<file path="config.mk">
export PLATFORM = sky130hd
export DESIGN_NAME = alu_cmd_sequencer
export DESIGN_NICKNAME = d
export VERILOG_FILES = /design/src/rtl/alu_cmd_sequencer.sv
export SDC_FILE = /design/constraint.sdc
export NUM_CORES = 1
export LEC_CHECK = 0
export ABC_CLOCK_PERIOD_IN_PS = 3530
export BUFFER_PORTS_ARGS = -buffer_cell sky130_fd_sc_hd__buf_2
export CORE_MARGIN = 4
export CORE_UTILIZATION = 48
export DETAILED_ROUTE_END_ITERATION = 8
export PLACE_DENSITY = 0.79
export SYNTH_ARGS = -nofsm -noshare
export SYNTH_HDL_FRONTEND = slang
export SYNTH_SLANG_ARGS = --single-unit
</file>
<file path="constraint.sdc">
create_clock -name clk -period 3.53 [get_ports clk]
set_input_delay 0.1765 -clock clk [delete_from_list [all_inputs] [get_ports clk]]
set_output_delay 0.1765 -clock clk [all_outputs]
set_load 0.005 [all_outputs]
</file>
<file path="src/rtl/alu_cmd_sequencer.sv">
// rtl/alu_cmd_sequencer.sv - command sequencer driving an external 8-bit ALU
// Accumulator-style commands in, one response per command out; shifts run locally.
module alu_cmd_sequencer (
  input  logic       clk,
  input  logic       rst_n,
  input  logic       cmd_valid,
  output logic       cmd_ready,
  input  logic [3:0] cmd_op,
  input  logic [7:0] cmd_data,
  input  logic [2:0] cmd_cnt,
  output logic [7:0] alu_a,
  output logic [7:0] alu_b,
  output logic [3:0] alu_op,
  input  logic [7:0] alu_out,
  output logic       rsp_valid,
  input  logic       rsp_ready,
  output logic [7:0] rsp_data,
  output logic       rsp_zero,
  output logic [7:0] acc
);

  typedef enum logic [1:0] {IDLE, ISSUE, SHIFT, RESP} state_t;

  localparam logic [3:0] OP_SHL  = 4'b1100;
  localparam logic [3:0] OP_SHR  = 4'b1101;
  localparam logic [3:0] OP_CLR  = 4'b1110;
  localparam logic [3:0] OP_LOAD = 4'b1111;
  localparam logic [3:0] OP_PASS = 4'b0111;

  state_t     state;
  state_t     state_nxt;
  logic [3:0] op_r;
  logic [7:0] b_r;
  logic [7:0] acc_r;
  logic [2:0] cnt_r;
  logic       accept;

  assign accept = cmd_valid && cmd_ready;

  always_ff @(posedge clk) begin
    if (!rst_n) state <= IDLE;
    else        state <= state_nxt;
  end

  always_comb begin
    state_nxt = state;
    case (state)
      IDLE: begin
        if (accept) begin
          if (cmd_op <= 4'b1011)
            state_nxt = ISSUE;
          else if ((cmd_op == OP_SHL || cmd_op == OP_SHR) && cmd_cnt != 3'd0)
            state_nxt = SHIFT;
          else
            state_nxt = RESP;
        end
      end
      ISSUE:   state_nxt = RESP;
      // The last shift happens on the edge where the remaining count is one.
      SHIFT:   if (cnt_r <= 3'd1) state_nxt = RESP;
      RESP:    if (rsp_ready) state_nxt = IDLE;
      default: state_nxt = IDLE;
    endcase
  end

  always_comb begin
    cmd_ready = rst_n && (state == IDLE);
    rsp_valid = rst_n && (state == RESP);
    alu_a     = acc_r;
    alu_b     = 8'h00;
    alu_op    = OP_PASS;
    if (state == ISSUE) begin
      alu_b  = b_r;
      alu_op = op_r;
    end
  end

  always_ff @(posedge clk) begin
    if (!rst_n) begin
      acc_r <= 8'h00;
      cnt_r <= 3'd0;
      op_r  <= 4'd0;
      b_r   <= 8'h00;
    end else begin
      case (state)
        IDLE: begin
          if (accept) begin
            op_r  <= cmd_op;
            b_r   <= cmd_data;
            cnt_r <= cmd_cnt;
            if (cmd_op == OP_CLR)  acc_r <= 8'h00;
            if (cmd_op == OP_LOAD) acc_r <= cmd_data;
          end
        end
        ISSUE: acc_r <= alu_out;
        SHIFT: begin
          acc_r <= (op_r == OP_SHR) ? {1'b0, acc_r[7:1]} : {acc_r[6:0], 1'b0};
          cnt_r <= cnt_r - 3'd1;
        end
        default: ;
      endcase
    end
  end

  assign rsp_data = acc_r;
  assign rsp_zero = (acc_r == 8'h00);
  assign acc      = acc_r;

endmodule

</file>
Word-level counts from Yosys, hierarchy flattened
Index checks and enable logic that the tools add are counted.
{ "totals": {"register_bits": 25, "inputBits": 27} }
{ "op_classes": {"order_cmp": 2, "reduce_logical": 14, "mux": 15, "eq_ne": 12, "n_addsub": 1} }
{ "op_table": {"columns": ["op", "count"], "rows": [
  ["2-to-1 mux 8 bit", 5],
  ["case mux 8 bit (3 select lines)", 1],
  ["equality test 4 bit (second input constant)", 5],
  ["zero test 8 bit", 1],
  ["2-to-1 mux 2 bit", 4],
  ["case mux 2 bit (4 select lines)", 1],
  ["!= test 2 bit (second input constant)", 3],
  ["case mux 3 bit (2 select lines)", 1],
  ["AND reduction 3 bit", 2],
  ["nonzero test 3 bit", 2],
  ["equality test 2 bit (second input constant)", 2],
  ["<= comparator 4 bit (second input constant)", 1],
  ["logical AND 1 bit", 4],
  ["2-to-1 mux 4 bit", 1],
  ["AND reduction 2 bit", 2],
  ["<= comparator 3 x 1 -> 1 bit (second input constant)", 1],
  ["2-to-1 mux 3 bit", 1],
  ["!= test 3 x 1 -> 1 bit (second input constant)", 1],
  ["subtractor 3 x 1 -> 3 bit (second input constant)", 1],
  ["equality test 2 x 1 -> 1 bit (second input constant)", 1],
  ["zero test 2 bit", 1],
  ["nonzero test 2 bit", 1],
  ["logical OR 1 bit", 1],
  ["2-to-1 mux 1 bit", 1]
]} }

Logic depth before layout (Yosys ltp)
Gate-level depths: netlist of the first run.
{ "logic_depth": {"ltp_word": 7, "ltp_mapped": 8, "ltp_nobuf": 6} }

Worst setup path before layout of the first run
No wires, ideal clock.
{ "synth_timing": {"kind": "register -> register", "start": "register state[0]", "end": "register acc_r[7] (netlist: acc[7])", "n_path_buf": 2, "stages_incl_launch_ff": 8, "slack_ps": 1922, "arrival_time_ps": 1486, "cell_sequence": "dfxtp_1 > inv_1 > ha_1 > buf_6 > clkbuf_8 > a32o_2 > a221oi_1 > nor2_1"} }
{ "synth_via": {"elab_chain_len": 5} }
{ "synth_lines": {"columns": ["element", "line", "source"], "rows": [
  ["start: declaration", "30", "state_t state;"],
  ["start signal: assignment", "42", "else state <= state_nxt;"],
  ["zero test 2 bit", "67, 85", null],
  ["logical AND 1 bit", "67", "cmd_ready = rst_n && (state == IDLE);"],
  ["logical AND 1 bit", "38", "assign accept = cmd_valid && cmd_ready;"],
  ["!= test 2 bit (no line)", null, null],
  ["AND reduction 3 bit (no line)", null, null],
  ["end signal: assignment", "92", "if (cmd_op == OP_LOAD) acc_r <= cmd_data;"],
  ["end signal: assignment", "95", "ISSUE: acc_r <= alu_out;"],
  ["end signal: assignment", "97", "acc_r <= (op_r == OP_SHR) ? {1'b0, acc_r[7:1]} : {acc_r[6:0], 1'b0};"],
  ["end: declaration", "34", "logic [7:0] acc_r;"]
]} }
Parallel ways exist; a longest one is shown, timed or not.
A chain may end at the register's enable or synchronous reset.

Worst setup path after layout of the first run
{ "layout_timing": {"start": "register state[0]", "end": "register cnt_r[2]"} }
{ "layout_via": {"elab_chain_len": 5} }
{ "layout_lines": {"columns": ["element", "line", "source"], "rows": [
  ["zero test 2 bit", "67, 85", null],
  ["logical AND 1 bit", "67", null],
  ["logical AND 1 bit", "38", null],
  ["!= test 2 bit (no line)", null, null],
  ["AND reduction 2 bit (no line)", null, null],
  ["end signal: assignment", "90", "cnt_r <= cmd_cnt;"],
  ["end signal: assignment", "98", "cnt_r <= cnt_r - 3'd1;"],
  ["end: declaration", "35", "logic [2:0] cnt_r;"]
]} }
Parallel ways exist; a longest one is shown, timed or not.

==> results.tsv, run 1 <==
stage	metric	value	unit
synth	synth-main-ff-cell	dfxtp_1	
synth	synth_top_family_by_area	simple AND/OR/NAND/NOR gates	
setup_path	crit_path_end_kind	flop	
setup_path	start_kind	flop	
timing	post-route-period-util	55.97	%
power	switching_share	44.18	%
clock_network	htree_num_levels	1	
power	leakagePower	0.8765	nW
final_layout	antennaDiodeCount	0	
grt	grt_pass1_vias	1292	
routing	via_per_inst	5.130	
place	portBuffers	65	
final_layout	drive_gt1_share	32.02	%
grt	overflow	0	
synth	synth_mux_area_share	5.117	%
timing	fin_ws	1.554	ns
clock_network	holdBufCountCts	0	
routing	firstDrtPassIters	4	
synth	syn_avg_cell_area	7.961	µm²
clock_network	clk_path_buf_depth	2	
routing	drtIter0Drc	102	
power	ir_drop	399.8	µV
synth	synth.largest_area_cell	dfxtp_1	
timing	finalHoldViolations	0	
clock_network	clk_latency	0.33	ns
synth	async_flop_share	0	%
floorplanning	core_area	0.003390	mm²
synth	yosysSeqAreaShare	29.24	%
status	status	finished clean	
setup_path	slowest_stage	and3_1	
power	seqPwrFrac	34.2	%
final_layout	syn2layout_area_growth	10.38	%
clock_network	clock-root-buffer	clkbuf_4	
routing	drt_wl_total	3810	µm
setup_path	crit_family	simple AND/OR/NAND/NOR gates	
synth	ys_ff_latch	25	
place	place.gp.congestion	0.8732	
timing	fmax	506.1	MHz
timing	holdWs	0.05721	ns
timing	fin_tns_setup	0	ns
clock_network	cts_buffers	3	
timing	slew-limit-headroom	44.84	%
timing	layout_min_cycle_time	1.976	ns
grt	grt_max_degree	26	
routing	ant_nets	0	
grt	antenna_found_initial	0	
final_layout	fin_util	55.74	%
grt	grt_pass1_wl	5968	µm
synth	synthXorXnorAreaFrac	0	%
grt	grt_util_all_layers	16.86	%
timing	rsz0062_at_grt	false	
timing	fin_skew	0.009721	ns
clock_network	clk_pin_slew_worst_paths	0.15	ns
setup_path	worstPathArrival	2.24	ns
place	dp_hpwl	2941	µm
synth	synth_compound_area_share	20.76	%
setup_path	critPathRequiredTime	3.80	ns
floorplanning	rows	21	
synth	synth_cells	215	
routing	drt-wirelength-per-cell	12.74	µm
timing	drv_slew	0	
floorplanning	die-height	67.72	µm
floorplanning	die_w	67.72	µm
final_layout	final.fill_count	326	
place	dp_slack	1.582	ns
clock_network	postCtsSetupRepairBufs	0	
synth	synthesis.area	0.001712	mm²
synth	yosys.area.top_type_share	29.24	%
setup_path	critPathBufInv	1	
clock_network	cts_tree	yes	
synth	yosys.area_share.adder	5.117	%
setup_path	crit_chain	inv_1 -> ha_1 -> and3_1 -> a21oi_2 -> nand2b_1 -> a21oi_1	
power	p_sw	0.5640	mW
clock_network	clock_sink_count	25	
run	drv_cap	0	
synth	synthSimpleGateAreaFrac	24.12	%
final_layout	nets	288	
floorplanning	dieArea	0.004585	mm²
synth	synth.distinct_cells	43	
synth	synthTopCellsByArea	dfxtp_1 (29%), nand2_1 (10%), buf_4 (8.3%)	
synth	synth_warnings	0	
synth	synth-edff-count	0	
floorplanning	initial_core_util	50.50	%
timing	setup_viol_count_final	0	
setup_path	critPathMaxFanout	25	
power	p_clk_share	10.5	%
power	p_int	0.7125	mW
hold_path	min_path_type	input pin to flop	
timing	worst_slew_pin_slew	0.8274	ns
routing	vias	1534	
synth	syn-num-nets	249	
routing	drc	0	
power	power_density	675.6	mW/mm²
power	p_comb_share	55.2	%
setup_path	cp_slowest_stage_delay	0.75	ns
clock_network	cts-resized-gates	0	
floorplanning	num_io_pins	66	
setup_path	crit_type	flop to flop	
==> cells in the mapped netlist, types with 3 or more instances <==
| cell | number |
|---|---|
| a311o_1 | 6 |
| buf_2 | 3 |
| dfxtp_1 | 25 |
| clkbuf_1 | 3 |
| mux2_1 | 4 |
| o21ai_1 | 14 |
| ha_1 | 7 |
| buf_4 | 19 |
| nor2b_1 | 4 |
| nand2_1 | 47 |
| inv_1 | 6 |
| buf_6 | 4 |
| o21ai_0 | 4 |
| nor2_1 | 7 |
| a21oi_1 | 16 |
| nand2b_1 | 3 |
| and2_1 | 10 |
==> final timing paths <==
kind                    startpoint                     to  slack (ns)  depth (start not counted)
max reg2reg  state[0]$_SDFFE_PN0P_  cnt_r[2]$_SDFFE_PN0P_        1.55                          6
min reg2reg    b_r[7]$_SDFFE_PN0P_    b_r[7]$_SDFFE_PN0P_        0.45                          2
max          state[0]$_SDFFE_PN0P_  cnt_r[2]$_SDFFE_PN0P_        1.55                          6
min                    cmd_data[2]    b_r[2]$_SDFFE_PN0P_        0.06                          3
==> final cells by class <==
cell class	instances	area [µm²]	area share [%]
clock buffer	3	22.52	1.192
clock inverter	1	7.507	0.3974
inverter	8	32.53	1.722
multi-input combinational	151	943.4	49.93
sequential	25	500.5	26.49
tap	46	57.56	3.046
timing repair buffer	65	325.3	17.22
==> per-layer routing <==
metal / global-route usage [%] / part of all wire (%)
met1: 22.51 / 44
met2: 27.70 / 49
met3: 3.494 / 5.9
met4: 3.797 / 1.2
met5: 0 / 0
==> cells by family (layout without fill, tap and decap cells) <==
group / Yosys count / in the layout
and+or+nand+nor: 82 / 82
buffers and inverters: 39 / 77
AOI/OAI and AO/OA: 54 / 54
adders and majority gates: 7 / 7
muxes: 8 / 8
DFF: 25 / 25
==> through the flow <==
stage / std cells / area, µm² / power (mW)
floorplan: 215 / 1712 / 1.057
global placement: 295 / 1859 / 1.139
detailed placement: 295 / 1859 / 1.151
CTS: 299 / 1889 / 1.284
global route: 299 / 1889 / 1.403
finish: 299 / 1889 / 1.277
==> layout by cell type (no fill, tap or decap), types with 2 or more instances in the layout <==
| cell | n |
|---|---|
| mux2_2 | 2 |
| and2_1 | 10 |
| dfxtp_1 | 25 |
| a21oi_1 | 16 |
| o22ai_1 | 2 |
| a311o_1 | 6 |
| a21o_1 | 2 |
| nor2_1 | 7 |
| clkbuf_4 | 3 |
| or4_1 | 2 |
| mux2_1 | 4 |
| buf_2 | 65 |
| inv_1 | 6 |
| nand2_1 | 47 |
| a311oi_1 | 2 |
| o21ai_0 | 4 |
| nand2b_1 | 3 |
| a221oi_1 | 2 |
| nor2b_1 | 4 |
| mux2i_1 | 2 |
| o21ai_1 | 14 |
| ha_1 | 7 |
==> flip-flops by register name (all words and copies together) (netlist names) <==
signal  count
acc         8
b_r         8
cnt_r       3
op_r        4
state       2
==> worst register-to-register path: stages (launching register included) <==
cell and delay (ns):
dfxtp_1 0.37, inv_1 0.11, ha_1 0.30, and3_1 0.75
a21oi_2 0.10, nand2b_1 0.19, a21oi_1 0.11
==> power by group through the flow <==
stage          logic [mW]  clock network (mW)  registers (mW)
6_report            0.705               0.134           0.437
4_1_cts             0.710               0.138           0.437
3_3_place_gp        0.698                   0           0.441
5_1_grt             0.800               0.150           0.452
2_1_floorplan       0.625                   0           0.432
3_5_place_dp        0.708                   0           0.444
(Power assumes the default switching activity.)
==> inputs of run 2 (changes only) <==
==> config.mk (replaced) <==
export PLATFORM = sky130hd
export DESIGN_NAME = alu_cmd_sequencer
export DESIGN_NICKNAME = d
export VERILOG_FILES = /design/src/rtl/alu_cmd_sequencer.sv
export SDC_FILE = /design/constraint.sdc
export NUM_CORES = 1
export LEC_CHECK = 0
export ABC_AREA = 1
export ABC_CLOCK_PERIOD_IN_PS = 1600
export BUFFER_PORTS_ARGS = -buffer_cell sky130_fd_sc_hd__buf_2
export CORE_MARGIN = 4
export CORE_UTILIZATION = 44
export DETAILED_ROUTE_END_ITERATION = 8
export PLACE_DENSITY = 0.77
export SYNTH_ARGS = -nofsm -noshare
export SYNTH_HDL_FRONTEND = slang
export SYNTH_SLANG_ARGS = --single-unit
==> constraint.sdc (replaced) <==
create_clock -name clk -period 1.6 [get_ports clk]
set_input_delay 0.08 -clock clk [delete_from_list [all_inputs] [get_ports clk]]
set_output_delay 0.08 -clock clk [all_outputs]
set_load 0.005 [all_outputs]
==> run 2 against run 1 <==
  * Synthesized cell count is 23% higher
  * Die area up 4.6%
  * Count of clock-buffer cells in the layout stayed put
  * Combinational power rose to 3.1 times the previous value
  * Global-route usage down 0.29 points
  * Critical path depth is 2 higher
  * Worst setup slack got worse by 1.5 ns
  * Via count grew 15%
  * Core utilization increased by 3.3 points
  * Flip-flop and latch count stayed put
  * Critical path type unchanged
  * Critical endpoint is now acc[7]$_SDFFE_PN0P_
  * Largest power group unchanged
==> results.tsv, run 2 <==
stage	metric	value	unit	change
synth	syn_avg_cell_area	6.251	µm²	was 7.961 µm²
status	status	finished clean		unchanged
timing	slew-limit-headroom	70.99	%	was 44.84%
setup_path	worstPathArrival	1.70	ns	was 2.24 ns
synth	synth_top_family_by_area	simple AND/OR/NAND/NOR gates		unchanged
setup_path	crit_path_end_kind	flop		unchanged
run	drv_cap	0		unchanged
place	portBuffers	65		unchanged
setup_path	critPathMaxFanout	13		was 25
power	p_sw	1.577	mW	was 0.5640 mW
final_layout	drive_gt1_share	28.13	%	was 32.02%
timing	fmax	658.5	MHz	was 506.1 MHz
synth	synth_mux_area_share	0	%	was 5.117%
timing	drv_slew	0		unchanged
power	seqPwrFrac	26.7	%	was 34.2%
routing	drtIter0Drc	102		unchanged
clock_network	cts_buffers	3		unchanged
final_layout	nets	355		was 288
setup_path	start_kind	flop		unchanged
power	p_comb_share	62.0	%	was 55.2%
final_layout	final.fill_count	359		was 326
power	leakagePower	1.160	nW	was 0.8765 nW
synth	ys_top_cells_by_count	nand2_1 (71), inv_1 (40), a21oi_1 (27), nand3_1 (27), dfxtp_1 (25)		was nand2_1 (47), dfxtp_1 (25), buf_4 (19)
synth	yosysMostFrequentCell	nand2_1		unchanged
clock_network	clock-root-buffer	clkbuf_8		was clkbuf_4
floorplanning	rows	21		unchanged
synth	synth.largest_area_cell	dfxtp_1		unchanged
hold_path	min_path_type	input pin to flop		unchanged
synth	synth.distinct_cells	21		was 43
synth	synth-edff-count	0		unchanged
synth	synth-main-ff-cell	dfxtp_1		unchanged
timing	holdWs	0.01770	ns	was 0.05721 ns
final_layout	mostFrequentLayoutCell	nand2_1		was buf_2
grt	grt_max_degree	23		was 26
floorplanning	initial_core_util	47.58	%	was 50.50%
routing	drc	0		unchanged
grt	grt_util_all_layers	16.58	%	was 16.86%
clock_network	clk_pin_slew_worst_paths	0.10	ns	was 0.15 ns
clock_network	clk_latency	0.28	ns	was 0.33 ns
final_layout	multi_input_comb_area	857.1	µm²	was 943.4 µm²
synth	synth_warnings	0		unchanged
grt	grt_pass1_wl	6782	µm	was 5968 µm
synth	synth_cells	264		was 215
synth	ys_ff_latch	25		unchanged
setup_path	crit_type	flop to flop		unchanged
clock_network	holdBufCountCts	0		unchanged
synth	synth_compound_area_share	14.56	%	was 20.76%
synth	synthesis.area	0.001650	mm²	was 0.001712 mm²
routing	vias	1759		was 1534
timing	setup_viol_count_final	0		unchanged
floorplanning	die_w	69.25	µm	was 67.72 µm
final_layout	antennaDiodeCount	0		unchanged
final_layout	syn2layout_area_growth	24.11	%	was 10.38%
power	power_density	1722	mW/mm²	was 675.6 mW/mm²
grt	overflow	0		unchanged
floorplanning	core_area	0.003468	mm²	was 0.003390 mm²
timing	post-route-period-util	94.91	%	was 55.97%
synth	yosysSeqAreaShare	30.33	%	was 29.24%
place	dp_hpwl	3250	µm	was 2941 µm
power	ir_drop	1042	µV	was 399.8 µV
floorplanning	dieArea	0.004795	mm²	was 0.004585 mm²
setup_path	cp_slowest_stage_delay	0.35	ns	was 0.75 ns
timing	layout_min_cycle_time	1.519	ns	was 1.976 ns
grt	gr-usage-met2	31.57	%	was 27.70%
setup_path	crit_chain	inv_1 -> ha_4 -> nand3_2 -> nand2_1 -> nand3_4 -> buf_4 -> a21oi_1 -> nor2_1		was inv_1 -> ha_1 -> and3_1 -> a21oi_2 -> nand2b_1 -> a21oi_1
synth	synthXorXnorAreaFrac	0	%	unchanged
timing	fin_skew	0.01103	ns	was 0.009721 ns
setup_path	slowest_stage	dfxtp_2		was and3_1
power	switching_share	44.73	%	was 44.18%
synth	syn-num-nets	298		was 249
synth	yosys.area_share.adder	5.307	%	was 5.117%
timing	worst_slew_pin_slew	0.4335	ns	was 0.8274 ns
routing	ant_nets	0		unchanged
clock_network	cts_tree	yes		unchanged
routing	drt_wl_total	4176	µm	was 3810 µm
synth	async_flop_share	0	%	unchanged
floorplanning	die-height	69.25	µm	was 67.72 µm
grt	grt_pass1_vias	1547		was 1292
setup_path	critPathRequiredTime	1.78	ns	was 3.80 ns
grt	use_met3	3.913	%	was 3.494%
power	p_int	1.949	mW	was 0.7125 mW
grt	antenna_found_initial	0		unchanged
final_layout	seqCellArea	503.0	µm²	was 500.5 µm²
routing	drt-wirelength-per-cell	11.41	µm	was 12.74 µm
clock_network	clock_sink_count	25		unchanged
synth	synthSimpleGateAreaFrac	30.55	%	was 24.12%
synth	yosys.area.top_type_share	30.33	%	was 29.24%
floorplanning	num_io_pins	66		unchanged
place	place.gp.congestion	0.8678		was 0.8732
grt	busiest_layer	met2		unchanged
timing	fin_tns_setup	0	ns	unchanged
routing	via_per_inst	4.806		was 5.130
grt	met1_usage	18.27	%	was 22.51%
clock_network	clk_path_buf_depth	2		unchanged
power	p_clk_share	11.3	%	was 10.5%
timing	finalHoldViolations	0		unchanged
synth	synthTopCellsByArea	dfxtp_1 (30%), nand2_1 (16%), inv_1 (9.1%)		was dfxtp_1 (29%), nand2_1 (10%), buf_4 (8.3%)
clock_network	htree_num_levels	1		unchanged
final_layout	final_cell_mix	nand2_1 (71), buf_2 (65), inv_1 (40)		was buf_2 (65), nand2_1 (47), dfxtp_1 (25)
routing	firstDrtPassIters	4		unchanged
==> run 2: cell types whose count changed after synthesis, sizes merged, moves of 8 or more <==
| cell | before | now |
|---|---|---|
| a21oi | 18 | 27 |
| and2 | 11 | 0 |
| inv | 8 | 40 |
| nand2 | 47 | 71 |
| nand3 | 1 | 29 |
| nor2 | 7 | 15 |
==> run 2: worst max-delay path, delay by kind of cell, from the launching register on <==
family,cells,cell delay [ns]
and+or+nand+nor,4,0.44
adders and majority gates,1,0.19
DFF,1,0.35
AOI/OAI and AO/OA,1,0.13
buffers and inverters,2,0.32
==> run 2: worst paths after layout <==
| path | to | slack, ns | start | depth (start not counted) |
|---|---|---|---|---|
| worst max-delay path | acc[7]$_SDFFE_PN0P_ | 0.08 | state[0]$_SDFFE_PN0P_ | 8 |
| worst max register to register | acc[7]$_SDFFE_PN0P_ | 0.08 | state[0]$_SDFFE_PN0P_ | 8 |
| worst min-delay path | b_r[5]$_SDFFE_PN0P_ | 0.02 | cmd_data[5] | 3 |
| worst min register to register | b_r[4]$_SDFFE_PN0P_ | 0.47 | b_r[4]$_SDFFE_PN0P_ | 2 |
==> run 2: final cells by class <==
class / instances / share of cell area (%)
tap: 46 / 2.810
timing repair buffer: 77 / 20.89
sequential: 25 / 24.56
inverter: 41 / 7.514
multi-input combinational: 173 / 41.84
clock inverter: 1 / 0.3665
clock buffer: 3 / 2.016
==> run 2: cell families (layout without fill, tap and decap cells) <==
| logic type | Yosys count | count (layout) |
|---|---|---|
| flops | 25 | 25 |
| fa+ha+maj | 7 | 7 |
| compound gates | 47 | 47 |
| buf+inv | 66 | 122 |
| simple gates | 119 | 119 |
==> run 2: power groups by stage <==
stage                     clock network, mW  registers, mW  logic (mW)
after floorplan                           0          0.933        1.44
after global placement                    0          0.944        1.98
after detailed placement                  0          0.953        2.00
after CTS                             0.397          0.937        2.04
after global routing                  0.424          0.972        2.49
final                                 0.397          0.942        2.19
==> run 2: metal layers <==
layer | wire length, µm | vias to the layer above | part of all wire, %
met3 | 229 | 4 | 5.5
met1 | 1757 | 785 | 42
li1 | - | 928 | -
met5 | 0 | - | 0
met4 | 21 | 0 | 0.50
met2 | 2167 | 42 | 52
==> run 2: repair_timing <==
action                                  in CTS  in global routing
setup buffers                                0                  3
pin swaps                                    0                  0
endpoints found under the setup margin       8                 20
gates resized for setup                      1                  7
==> run 2: per-stage QoR <==
stage	util (%)	cells	cell area, µm²	worst slack, ns	total power [mW]
global route	59.05	366	2048	-0.03044	3.882
floorplan	-	264	1650	0.06751	2.369
finish	59.05	366	2048	0.08148	3.526
CTS	57.83	363	2006	-0.008459	3.370
global placement	56.20	359	1949	0.004095	2.921
detailed placement	56.20	359	1949	-0.06251	2.955
==> inputs of run 3 (changes only) <==
--- a/config.mk
+++ b/config.mk
@@ -6,12 +6,12 @@
 export NUM_CORES = 1
 export LEC_CHECK = 0
 export ABC_AREA = 1
-export ABC_CLOCK_PERIOD_IN_PS = 1600
+export ABC_CLOCK_PERIOD_IN_PS = 1800
 export BUFFER_PORTS_ARGS = -buffer_cell sky130_fd_sc_hd__buf_2
 export CORE_MARGIN = 4
-export CORE_UTILIZATION = 44
+export CORE_UTILIZATION = 48
 export DETAILED_ROUTE_END_ITERATION = 8
-export PLACE_DENSITY = 0.77
+export PLACE_DENSITY = 0.79
 export SYNTH_ARGS = -nofsm -noshare
 export SYNTH_HDL_FRONTEND = slang
 export SYNTH_SLANG_ARGS = --single-unit
==> constraint.sdc (replaced) <==
create_clock -name clk -period 1.8 [get_ports clk]
set_input_delay 0.09 -clock clk [delete_from_list [all_inputs] [get_ports clk]]
set_output_delay 0.09 -clock clk [all_outputs]
set_load 0.005 [all_outputs]
==> run 3 against run 2 <==
  * Clock skew down 0.0073 ns
  * Power down 19%
  * Core utilization up 1.2 points
  * Cell area down 1.8%
  * Clock power down 32%
  * Combinational power down 21%
  * Worst setup slack better by 0.097 ns
  * Critical path type unchanged
==> results.tsv, run 3 (synthesis gave the netlist of run 2 again) <==
stage	metric	value	unit	change
routing	via_per_inst	4.981		was 4.806
grt	grt_util_all_layers	20.08	%	was 16.58%
grt	grt_pass1_wl	6969	µm	was 6782 µm
routing	drt_wl_total	4342	µm	was 4176 µm
routing	vias	1818		was 1759
timing	post-route-period-util	90.11	%	was 94.91%
timing	finalHoldViolations	0		unchanged
clock_network	htree_num_levels	1		unchanged
routing	dr_wl_met3	264	µm	was 229 µm
run	drv_cap	0		unchanged
clock_network	clk_pin_slew_worst_paths	0.15	ns	was 0.10 ns
routing	dr_wl_met2	2236	µm	was 2167 µm
routing	highest_layer	met4		unchanged
hold_path	min_path_type	input pin to flop		unchanged
final_layout	syn2layout_area_growth	21.83	%	was 24.11%
timing	rsz0062_at_grt	false		
timing	setup_viol_count_final	0		unchanged
timing	fmax	616.5	MHz	was 658.5 MHz
status	status	finished clean		unchanged
floorplanning	num_io_pins	66		unchanged
setup_path	crit_type	flop to flop		unchanged
routing	met1_length	1728	µm	was 1757 µm
final_layout	antennaDiodeCount	0		unchanged
floorplanning	rows	21		unchanged
clock_network	clk_latency	0.33	ns	was 0.28 ns
floorplanning	core_area	0.003337	mm²	was 0.003468 mm²
hold_path	hold_path_depth	3		unchanged
power	total_power	2.847	mW	was 3.526 mW
routing	drc	0		unchanged
setup_path	critPathMaxFanout	15		was 13
final_layout	mostFrequentLayoutCell	nand2_1		unchanged
routing	ant_nets	0		unchanged
timing	layout_min_cycle_time	1.622	ns	was 1.519 ns
floorplanning	dieArea	0.004440	mm²	was 0.004795 mm²
timing	fin_tns_setup	0	ns	unchanged
clock_network	clock_sink_count	25		unchanged
setup_path	worstPathArrival	1.90	ns	was 1.70 ns
timing	drv_slew	0		unchanged
place	portBuffers	65		unchanged
power	leakagePower	1.138	nW	was 1.160 nW
timing	worst_slew_pin_slew	0.4575	ns	was 0.4335 ns
setup_path	start_kind	flop		unchanged
setup_path	ff2ff_path_depth	8		unchanged
timing	holdWs	0.01097	ns	was 0.01770 ns
final_layout	drive_gt1_share	25.08	%	was 28.13%
clock_network	cts_buffers	3		unchanged
final_layout	nets	354		was 355
floorplanning	die_w	66.64	µm	was 69.25 µm
final_layout	fin_util	60.26	%	was 59.05%
routing	drt-wirelength-per-cell	11.90	µm	was 11.41 µm
clock_network	cts_tree	yes		unchanged
power	ir_drop	1174	µV	was 1042 µV
routing	drtIter0Drc	85		was 102
final_layout	final_cell_mix	nand2_1 (71), buf_2 (65), inv_1 (40)		unchanged
grt	grt_max_degree	23		unchanged
clock_network	clk_path_buf_depth	2		unchanged
grt	overflow	0		unchanged
clock_network	postCtsSetupRepairBufs	0		unchanged
place	dp_hpwl	3142	µm	was 3250 µm
grt	antenna_found_initial	0		unchanged
routing	firstDrtPassIters	4		unchanged
power	power_density	1416	mW/mm²	was 1722 mW/mm²
setup_path	crit_path_end_kind	flop		unchanged
floorplanning	initial_core_util	49.46	%	was 47.58%
place	place.gp.congestion	0.8675		was 0.8678
timing	slew-limit-headroom	69.39	%	was 70.99%
grt	grt_pass1_vias	1645		was 1547
floorplanning	die-height	66.64	µm	was 69.25 µm
clock_network	clock-root-buffer	clkbuf_4		was clkbuf_8
timing	fin_skew	0.003692	ns	was 0.01103 ns
setup_path	critPathRequiredTime	2.08	ns	was 1.78 ns
[run 3: cell types whose count changed in the layout (fill, tap and decap cells not counted), sizes merged]
cell | previous run | this run
clkinvlp | 1 | 2
clkinv | 1 | 0
buf | 77 | 70
dlygate4sd3 | 0 | 6
[run 3: critical path, stage by stage (launching register included)]
cell	delay (ns)
dfxtp_1	0.37
inv_1	0.11
ha_2	0.28
nand3_2	0.13
nand2_1	0.13
nand3_4	0.16
nor2_1	0.19
nand2_1	0.07
a21oi_1	0.12
[run 3: power by group]
part	switching, mW	internal, mW
combinational	1.05	0.697
clock	0.185	0.0852
sequential	0.130	0.704
[run 3: area by class of cell]
| type | count | area, µm² |
|---|---|---|
| Inverter | 41 | 157.7 |
| Tap cell | 46 | 57.56 |
| Timing Repair Buffer | 76 | 422.9 |
| Clock inverter | 1 | 7.507 |
| Sequential cell | 25 | 500.5 |
| Multi-Input combinational cell | 173 | 842.1 |
| Fill cell | 356 | 1326 |
| Clock buffer | 3 | 22.52 |
[run 3: path summary, 6_finish.rpt]
check	start	end	slack (ns)
worst min register to register	b_r[6]$_SDFFE_PN0P_	b_r[6]$_SDFFE_PN0P_	0.48
worst min-delay path	cmd_op[3]	op_r[3]$_SDFFE_PN0P_	0.01
worst max-delay path	state[0]$_SDFFE_PN0P_	acc[5]$_SDFFE_PN0P_	0.18
worst max register to register	state[0]$_SDFFE_PN0P_	acc[5]$_SDFFE_PN0P_	0.18
[run 3: per-stage QoR]
step	area (µm²)	instances	setup slack, ns
floorplan	1650	264	0.2675
global placement	1907	355	0.1196
detailed placement	1907	355	0.06555
CTS	1997	365	0.02745
global route	2011	365	0.02069
finish	2011	365	0.1780
[run 3: routing by layer]
layer / vias up / track usage (%)
met5: - / 0
met3: 12 / 4.722
met4: 0 / 9.645
met1: 821 / 21.49
li1: 926 / -
met2: 59 / 36.51
[run 3: what timing repair did]
item,in CTS,in global routing
endpoints found under the hold margin,6,0
gates resized for setup,0,3
setup endpoints to repair,0,9
hold buffers,6,0
